[config.mk]
export PLATFORM = sky130hd
export DESIGN_NAME = da_gemm_engine
export DESIGN_NICKNAME = d
export VERILOG_FILES = /design/src/rtl/da_gemm_engine.sv
export SDC_FILE = /design/constraint.sdc
export NUM_CORES = 2
export LEC_CHECK = 0
export ABC_CLOCK_PERIOD_IN_PS = 40600
export BUFFER_PORTS_ARGS = -buffer_cell sky130_fd_sc_hd__buf_2
export CORE_ASPECT_RATIO = 1.2
export CORE_UTILIZATION = 25
export CTS_CLUSTER_SIZE = 40
export DETAILED_ROUTE_END_ITERATION = 10
export PLACE_DENSITY = 0.46
export SLEW_MARGIN = 0
export SYNTH_ARGS = -nofsm -noshare
export SYNTH_HDL_FRONTEND = slang
export SYNTH_SLANG_ARGS = --single-unit
[constraint.sdc]
create_clock -name clk -period 40.6 [get_ports clk]
set_input_delay 4.06 -clock clk [delete_from_list [all_inputs] [get_ports clk]]
set_output_delay 4.06 -clock clk [all_outputs]
set_load 0.02 [all_outputs]
[src/rtl/da_gemm_engine.sv]
// da_gemm_engine: bit-serial distributed-arithmetic GEMM engine.
// Computes C[m][n] = sat(rnd((sum_k A[m][k]*B[k][n] + bias[n]) >>> OUT_SHIFT)).
// Each output row takes W compute cycles (one bit of A per cycle) and then one output cycle.
// Ports:
//   clk, rst (async, active-high), clear (sync abort to idle)
//   in_valid/in_ready : job handshake; A, B, bias and bias_en are captured when both are high
//   A    : M*K elements of DATA_WIDTH_A, element (m,k) at [(m*K+k)*DATA_WIDTH_A +: DATA_WIDTH_A]
//   B    : K*N elements of DATA_WIDTH_B, element (k,n) at [(k*N+n)*DATA_WIDTH_B +: DATA_WIDTH_B]
//   bias : N elements of DATA_WIDTH_BIAS, element n at [n*DATA_WIDTH_BIAS +: DATA_WIDTH_BIAS]
//   out_valid/out_ready : result row handshake; out_row is the row index, out_data holds N elements
//   out_sat : some column of the row was clamped; busy : not idle; done : last row was accepted
module da_gemm_engine #(
    parameter int DATA_WIDTH_A    = 8,
    parameter int DATA_WIDTH_B    = 8,
    parameter int DATA_WIDTH_BIAS = 16,
    parameter int DATA_WIDTH_OUT  = 8,
    parameter int M               = 4,
    parameter int N               = 4,
    parameter int K               = 16,
    parameter int OUT_SHIFT       = 0
) (
    input  logic                                   clk,
    input  logic                                   rst,
    input  logic                                   clear,
    input  logic                                   in_valid,
    output logic                                   in_ready,
    input  logic                                   bias_en,
    input  logic [M*K*DATA_WIDTH_A-1:0]            A,
    input  logic [K*N*DATA_WIDTH_B-1:0]            B,
    input  logic [N*DATA_WIDTH_BIAS-1:0]           bias,
    output logic                                   out_valid,
    input  logic                                   out_ready,
    output logic [(M > 1 ? $clog2(M) : 1)-1:0]     out_row,
    output logic [N*DATA_WIDTH_OUT-1:0]            out_data,
    output logic                                   out_sat,
    output logic                                   busy,
    output logic                                   done
);
    localparam int W     = DATA_WIDTH_A;
    localparam int TW    = (W > 1) ? $clog2(W) : 1;
    localparam int MW    = (M > 1) ? $clog2(M) : 1;
    localparam int ACC_W = DATA_WIDTH_A + DATA_WIDTH_B + $clog2(K) + 1;
    // Headroom for the bias add and the rounding offset.
    localparam int SW    = ((ACC_W > DATA_WIDTH_BIAS) ? ACC_W : DATA_WIDTH_BIAS) + 2;
    localparam logic signed [SW-1:0] RND  = (SW'(1) << OUT_SHIFT) >> 1;
    localparam logic signed [SW-1:0] OMAX = SW'((1 << (DATA_WIDTH_OUT - 1)) - 1);
    localparam logic signed [SW-1:0] OMIN = ~OMAX;

    localparam logic [1:0] IDLE    = 2'd0;
    localparam logic [1:0] COMPUTE = 2'd1;
    localparam logic [1:0] OUTPUT  = 2'd2;

    logic [1:0]                       state;
    logic [TW-1:0]                    t;
    logic [MW-1:0]                    m;
    logic [W-1:0]                     a_q    [M][K];
    logic [DATA_WIDTH_B-1:0]          b_q    [K][N];
    logic [DATA_WIDTH_BIAS-1:0]       bias_q [N];
    logic                             bias_en_q;
    logic signed [ACC_W-1:0]          acc_q  [N];
    logic signed [ACC_W-1:0]          acc_nx [N];
    logic [DATA_WIDTH_OUT-1:0]        res_c  [N];
    logic [N-1:0]                     sat_c;
    logic signed [ACC_W-1:0]          p_c;
    logic signed [ACC_W-1:0]          sh_c;
    logic signed [SW-1:0]             x_c;
    logic signed [SW-1:0]             y_c;
    logic                             last_bit;

    assign in_ready = state == IDLE;
    assign busy     = state != IDLE;
    assign last_bit = t == TW'(W - 1);

    // The MSB of A carries negative weight, so the last bit-plane is subtracted.
    always_comb begin
        p_c   = '0;
        sh_c  = '0;
        x_c   = '0;
        y_c   = '0;
        sat_c = '0;
        for (int n = 0; n < N; n++) begin
            p_c = '0;
            for (int k = 0; k < K; k++)
                p_c = p_c + (a_q[m][k][t] ? ACC_W'($signed(b_q[k][n])) : ACC_W'(0));
            sh_c      = p_c <<< t;
            acc_nx[n] = last_bit ? acc_q[n] - sh_c : acc_q[n] + sh_c;
            x_c       = SW'(acc_nx[n]) + (bias_en_q ? SW'($signed(bias_q[n])) : SW'(0)) + RND;
            y_c       = x_c >>> OUT_SHIFT;
            sat_c[n]  = (y_c > OMAX) || (y_c < OMIN);
            res_c[n]  = (y_c > OMAX) ? OMAX[DATA_WIDTH_OUT-1:0] :
                        (y_c < OMIN) ? OMIN[DATA_WIDTH_OUT-1:0] : y_c[DATA_WIDTH_OUT-1:0];
        end
    end

    always_ff @(posedge clk or posedge rst) begin
        if (rst) begin
            state     <= IDLE;
            t         <= '0;
            m         <= '0;
            out_valid <= 1'b0;
            out_row   <= '0;
            out_data  <= '0;
            out_sat   <= 1'b0;
            done      <= 1'b0;
            bias_en_q <= 1'b0;
            for (int n = 0; n < N; n++) begin
                acc_q[n]  <= '0;
                bias_q[n] <= '0;
            end
            for (int i = 0; i < M; i++)
                for (int k = 0; k < K; k++)
                    a_q[i][k] <= '0;
            for (int k = 0; k < K; k++)
                for (int n = 0; n < N; n++)
                    b_q[k][n] <= '0;
        end else if (clear) begin
            state     <= IDLE;
            t         <= '0;
            m         <= '0;
            out_valid <= 1'b0;
            done      <= 1'b0;
        end else begin
            done <= 1'b0;
            case (state)
                IDLE: if (in_valid) begin
                    state     <= COMPUTE;
                    t         <= '0;
                    m         <= '0;
                    bias_en_q <= bias_en;
                    for (int n = 0; n < N; n++) begin
                        acc_q[n]  <= '0;
                        bias_q[n] <= bias[n*DATA_WIDTH_BIAS +: DATA_WIDTH_BIAS];
                    end
                    for (int i = 0; i < M; i++)
                        for (int k = 0; k < K; k++)
                            a_q[i][k] <= A[(i*K+k)*DATA_WIDTH_A +: DATA_WIDTH_A];
                    for (int k = 0; k < K; k++)
                        for (int n = 0; n < N; n++)
                            b_q[k][n] <= B[(k*N+n)*DATA_WIDTH_B +: DATA_WIDTH_B];
                end
                COMPUTE: begin
                    for (int n = 0; n < N; n++)
                        acc_q[n] <= acc_nx[n];
                    t <= last_bit ? '0 : t + 1'b1;
                    if (last_bit) begin
                        state     <= OUTPUT;
                        out_valid <= 1'b1;
                        out_row   <= m;
                        out_sat   <= |sat_c;
                        for (int n = 0; n < N; n++)
                            out_data[n*DATA_WIDTH_OUT +: DATA_WIDTH_OUT] <= res_c[n];
                    end
                end
                OUTPUT: if (out_ready) begin
                    out_valid <= 1'b0;
                    t         <= '0;
                    for (int n = 0; n < N; n++)
                        acc_q[n] <= '0;
                    if (m == MW'(M - 1)) begin
                        state <= IDLE;
                        m     <= '0;
                        done  <= 1'b1;
                    end else begin
                        state <= COMPUTE;
                        m     <= m + 1'b1;
                    end
                end
                default: state <= IDLE;
            endcase
        end
    end
endmodule
# Yosys cells after proc, flatten, opt, wreduce, memory -nomap -nowiden
# Index checks and enable logic that the tools add are counted.
# totals
register_bits	1217
inputBits	1094
output_inout_bits	39
word_cells	404
# classes
add_sub_neg	74
magnitude_cmp	10
eq_ne	9
shift	4
n_mux	142
n_bitwise	2
reduce_logical	18
# ops
cell	n
$mux 21	68
$add 21x21->21	64
$bmux 128 s2	1
$mux 128	2
$pmux 84 s3	1
$mux 84	2
$add 21x23->23	4
$gt 23x8->1 const B	4
$lt 23x8->1 const B	4
$mux 23	4
$sshl 21x3->21	4
$sub 21x21->21	4
$mux 8	8
$bmux 1 s3	16
$mux 1	24
$reduce_and 3->1	6
$mux 2	8
$mux 3	4
$ne 3x3->1 const B	3
$pmux 3 s3	1
$reduce_bool 3->1	3
$pmux 2 s3	1
$eq 2x2->1 const B	2
$logic_or 1x1->1	4
other kinds (16)	17

# Longest topological paths before layout
# logic_depth
word_depth	29
mapped_depth	56
mapped_depth_nobuf	48

# Worst setup path before layout
# Ideal clock, no wire load.
# synth_path
kind	register -> register
from	register t[0]
to	register out_sat
setup_ns	0.148
t_arrival_ns	13.375
required_time_ns	40.452
setup_slack_ns	27.077
stages_incl_launch_ff	52
path_buffers	7
period_less_slack_ns	13.523
cell_sequence	dfrtp_1 -> buf_2 -> inv_2 -> buf_2 -> buf_2 -> buf_2 -> buf_1 -> buf_1 -> mux4_2 -> mux2i_1 -> clkbuf_1 -> nor2b_1 -> fa_1 -> inv_1 -> fa_1 -> fa_1 -> inv_1 -> fa_1 -> [16 not listed] -> ha_1 -> a21o_1 -> a21oi_1 -> o2111ai_1 -> and3_1 -> o21a_1 -> o21a_1 -> o41a_1 -> xnor3_1 -> ha_1 -> nor3b_1 -> nor2_1 -> or3b_2 -> nor4_1 -> and4b_1 -> a41o_1 -> and4b_1 -> a31oi_1
# synth_via
elab_chain_cells	25
word_cells_on_any_way	191
cone_classes	72 x add/sub; 8 x order compare; 1 x eq/ne; 4 x shift; 100 x mux; 6 x reduce/logical
# synth_lines
item	line_no	text
start: declaration	54	logic [TW-1:0] t;
start signal: assignment	144	t <= last_bit ? '0 : t + 1'b1;
$bmux 1 s3	84	p_c = p_c + (a_q[m][k][t] ? ACC_W'($signed(b_q[k][n])) : ACC_W'(0));
$mux 1 (not written as such)	84	
$mux 21	84	
$add 21x21->21 (15 in a row)	84	
$sshl 21x3->21	85	sh_c = p_c <<< t;
$add 21x21->21 / $sub 21x21->21 (equally long branches)	86	acc_nx[n] = last_bit ? acc_q[n] - sh_c : acc_q[n] + sh_c;
$mux 21	86	
$add 21x23->23	87	x_c = SW'(acc_nx[n]) + (bias_en_q ? SW'($signed(bias_q[n])) : SW'(0)) + RND;
$gt 23x8->1 / $lt 23x8->1 (equally long branches)	89	sat_c[n] = (y_c > OMAX) || (y_c < OMIN);
$logic_or 1x1->1	89	
$reduce_or 4->1	149	out_sat <= |sat_c;
end signal: assignment	149	
end: declaration	35	output logic out_sat,
# Parallel ways exist; a longest one is shown, timed or not. The select of a mux whose other input is x is not followed.
# A chain may end at the register's enable or synchronous reset.

# Final worst setup path
# layout_path
from	register m[0]
to	register out_sat
# layout_via
elab_chain_cells	29
word_cells_on_any_way	193
cone_classes	72 x add/sub; 8 x order compare; 4 x shift; 103 x mux; 1 x bitwise; 5 x reduce/logical
# layout_lines
item	line_no	text
start: declaration	55	logic [MW-1:0] m;
start signal: assignment	165	m <= m + 1'b1;
$not 2->3 (not written as such) (*)	84	
$bmux 128 s2 (*)	84	
$mux 128 (not written as such) (*) (2 in a row)	84	
$bmux 1 s3	84	
$mux 1 (not written as such)	84	
$mux 21	84	
$add 21x21->21 (15 in a row)	84	
$sshl 21x3->21	85	
$add 21x21->21 / $sub 21x21->21 (equally long branches)	86	
$mux 21	86	
$add 21x23->23	87	
$gt 23x8->1 / $lt 23x8->1 (equally long branches)	89	
$logic_or 1x1->1	89	
$reduce_or 4->1 (*)	149	
# Mark *: on every way between the ends. The rest lies on a longest branch, timed or not. The select of a mux whose other input is x is not followed.

==> summary.md <==
| Metric | Value |
|---|---|
| Placed standard-cell area | `91000 µm²` |
| Depth of the worst hold-timing path | `2` |
| Synth-to-layout area growth | `20.2%` |
| Per-cell via count in the routed design | `around 4.7` |
| H-tree Lvls | `4` |
| Finish-stage setup viols | `0` |
| Clock root buffer | `sky130_fd_sc_hd__clkbuf_16` |
| Residual DRC count | `0` |
| Worst Path Max Fanout | `between 40 and 50` |
| Global-route wire length before repair | `between 400000 and 500000 µm` |
| CTS Buf Count | `161` |
| Post-layout utilization of the core | `30.3%` |
| First-pass iteration count of the detailed router | `6` |
| Cells after synthesis | `6988` |
| Type of the worst min-delay path | `reg -> reg` |
| GR Overflow Total | `0` |
| Required time at the endpoint of the critical path | `41250 ps` |
| F_max | `around 0.063 GHz` |
| Cells taking the most area after synthesis | `sky130_fd_sc_hd__dfrtp_1, sky130_fd_sc_hd__mux2_2, sky130_fd_sc_hd__fa_1` |
| Vias in the first global route | `62900` |
| Number of warnings reported in the yosys synthesis log | `0` |
| Number of distinct library cells after synthesis | `102` |
| Count of pins on the block boundary | `about 1100` |
| Transition time at the pin with the least slew margin | `between 1000 and 1500 ps` |
| Number of buffers added to fix hold violations after cts | `0` |
| Drt total wl | `333000 µm` |
| Post-synthesis sequential element count | `1217` |
| Hold Fails Final Rpt | `0` |
| Sinks on Clock Net | `1217` |
| Setup crit end kind | `flip-flop` |
| Maximum clock path buffer count | `4` |
| Worst clock skew | `approximately 99 ps` |
| Number of max-cap violations | `0` |
| Die height | `623 µm` |
| Setup TNS | `0 ps` |
| Most frequent CP cell | `sky130_fd_sc_hd__fa_1` |
| Max Transition Viols Final | `0` |
| Startpoint kind of the worst setup timing path | `flip-flop` |
| Clock Pin Slew Worst Setup and Hold Paths | `60 ps` |
| Ratio of cells with drive above 1 in the final layout | `34.7%` |
| Result of the run | `complete, no violations` |
| Top cell type's share of synthesized area | `between 30% and 40%` |
| Worst setup path category | `reg -> reg` |
| Post-CTS repair timing setup buffer count | `0` |
| Count of port buffers added during placement | `1132` |
| Area of the mapped netlist | `~80000 µm²` |
| Final Wtd Congestion | `0.908` |
| Total track usage | `20.2%` |
| Worst reg2reg path startpoint | `m[0]` |
| Site Rows | `around 230` |
| Initial antenna violation count | `between 200 and 300` |
| Largest incremental delay on the critical path | `about 800 ps` |
| Worst hold path startpoint | `out_data[17]` |
| Cells on worst reg2reg path | `46` |
| Finished Cell Area | `between 90000 and 100000 µm²` |
| Post-detail-place hpwl | `273000 µm` |
| Total Die Area | `324000 µm²` |
| Prevailing post-synth register cell | `sky130_fd_sc_hd__dfrtp_1` |
| CTS resizes | `0` |
| Crit-path slowest cell | `sky130_fd_sc_hd__dfrtp_4` |
| Final net count | `9890` |
| Hold worst-path end | `out_data[17]` |
| Effective utilization at floorplan | `25.2%` |
| Worst relative slew slack | `18.2%` |
| Routed wirelength normalized by instance count | `26.6 µm` |
| Sequential-to-total area share from yosys stat | `37.9%` |
| Number of enable-type register cells in the synthesized netlist | `0` |
| CTS tree | `built` |
| Mean instance size in the synthesized netlist | `11.5 µm²` |
| Dominant cell type by area after synthesis | `sky130_fd_sc_hd__dfrtp_1` |
| Worst reg2reg path endpoint | `out_sat` |
| Nets in the synthesized netlist | `8846` |
| Routed vias | `59200` |
| Iteration-0 DRC count of the detailed router | `around 3300` |
| Insertion delay of the later-clocked pin in the worst-skew pair | `860 ps` |
| Unrepaired setup endpoints after global routing | `no` |
| Maximum number of pins on one net before global-route repair | `195` |
| Crit path arrival time | `between 15000 and 20000 ps` |
| Antenna Nets Post-Route | `0` |
| Std-Cell Core Area | `between 300000 and 400000 µm²` |
| Floorplan die width | `between 500 and 600 µm` |
| Share of the clock period used by the worst path | `39.1%` |
| Min Tclk post-route | `15870 ps` |
| Minimum setup slack among reg-to-reg paths | `24730 ps` |
| Fill cell count | `33100` |
| Async SR Flop Fraction | `100%` |
## final cells by class
cell class	instances	area (µm²)	share of cell area [%]
clock inverter	66	876	0.906
antenna	111	278	0.287
tap	4236	5300	5.48
timing repair buffer	1212	6320	6.53
inverter	600	2270	2.34
clock buffer	217	4610	4.77
multi-input combinational	4840	46600	48.2
sequential	1217	30500	31.5
## metrics by stage
stage          setup WS, ps  std cells  hold slack (ps)
2_1_floorplan          2250       6988              445
3_3_place_gp          24720      12100              457
3_5_place_dp          24500      12100              463
4_1_cts               24540      12400              475
5_1_grt               23630      12500              501
6_report              24730      12500              470
## how the worst max path moves through the flow
stage	startpoint	endpoint	cells past startpoint
6_report	m[0]	out_sat	46
5_1_grt	m[0]	out_sat	46
3_3_place_gp	m[0]	out_sat	46
3_5_place_dp	m[0]	out_sat	46
2_1_floorplan	rst	a_q[0]	1
4_1_cts	m[0]	out_sat	46
## flip-flops by register name, summed over array words and instances (netlist names)
register and count:
m 2, a_q 512, done 1, bias_q 64, state 2, bias_en_q 1
out_valid 1, b_q 512, t 3, out_sat 1, out_data 32, acc_q 84
out_row 2
## Yosys cell counts, types with 18 or more instances
cell type                  instances
sky130_fd_sc_hd__dfrtp_1        1217
sky130_fd_sc_hd__mux2_2         1104
sky130_fd_sc_hd__inv_1           598
sky130_fd_sc_hd__nand2_1         540
sky130_fd_sc_hd__fa_1            500
sky130_fd_sc_hd__clkbuf_1        285
sky130_fd_sc_hd__nor2_1          268
sky130_fd_sc_hd__ha_1            264
sky130_fd_sc_hd__a21oi_1         206
sky130_fd_sc_hd__nor2b_1         187
sky130_fd_sc_hd__mux4_2          166
sky130_fd_sc_hd__o21ai_0         158
sky130_fd_sc_hd__and2_1          148
sky130_fd_sc_hd__xnor2_1         123
sky130_fd_sc_hd__nand2b_1         90
sky130_fd_sc_hd__nor3_1           90
sky130_fd_sc_hd__xor2_1           80
sky130_fd_sc_hd__a22o_1           70
sky130_fd_sc_hd__a21o_1           65
sky130_fd_sc_hd__nand3_1          61
sky130_fd_sc_hd__o21a_1           59
sky130_fd_sc_hd__mux2i_1          54
sky130_fd_sc_hd__a211oi_1         46
sky130_fd_sc_hd__and3_1           36
sky130_fd_sc_hd__a31oi_1          34
sky130_fd_sc_hd__o31ai_1          32
sky130_fd_sc_hd__o211ai_1         31
sky130_fd_sc_hd__buf_1            29
sky130_fd_sc_hd__or3_1            25
sky130_fd_sc_hd__nor4_1           23
sky130_fd_sc_hd__or2_2            21
sky130_fd_sc_hd__o21ai_1          19
sky130_fd_sc_hd__o21bai_1         18
## layer usage
metal	GRT usage, %	vias up	wire length, µm
li1	-	26600	-
met1	21.9	30100	123000
met2	36.8	1699	176000
met3	4.53	707	18000
met4	9.76	160	15900
met5	0	-	1020
## cells by family (layout without fill, tap and decap cells)
family          after synthesis  after routing  synth area share [%]
simple gates               1571           1571                  9.68
mux                        1326           1326                  20.8
flops                      1217           1217                  37.9
compound gates              974            974                  8.47
buf+inv                     931           2095                  4.38
fa+ha+maj                   764            764                  16.5
xor+xnor                    205            205                  2.27
other cells                   0            111                     0
## worst max-delay path: cells and delay by family (launching register included)
| kind | cells | cell delay [ps] |
|---|---|---|
| xor+xnor | 1 | 180 |
| flops | 1 | 800 |
| fa+ha+maj | 10 | 4370 |
| buf+inv | 7 | 2270 |
| compound gates | 14 | 3490 |
| mux | 3 | 1370 |
| simple gates | 11 | 3030 |
## layout by cell type (no fill, tap or decap), drive strengths merged, types with 59 or more instances in the layout
cell type,instances
fa,500
o21ai,177
xor2,80
inv,606
buf,1212
nor3,90
nor2,268
and2,148
a21o,65
clkbuf,217
a22o,70
xnor2,123
nand2,540
a21oi,206
mux4,166
ha,264
dfrtp,1217
nor2b,187
nand3,61
mux2,1106
diode,111
o21a,59
nand2b,90
Power is not shown: default switching activity piles up to over one toggle a cycle in this logic, so the estimate is an artifact.
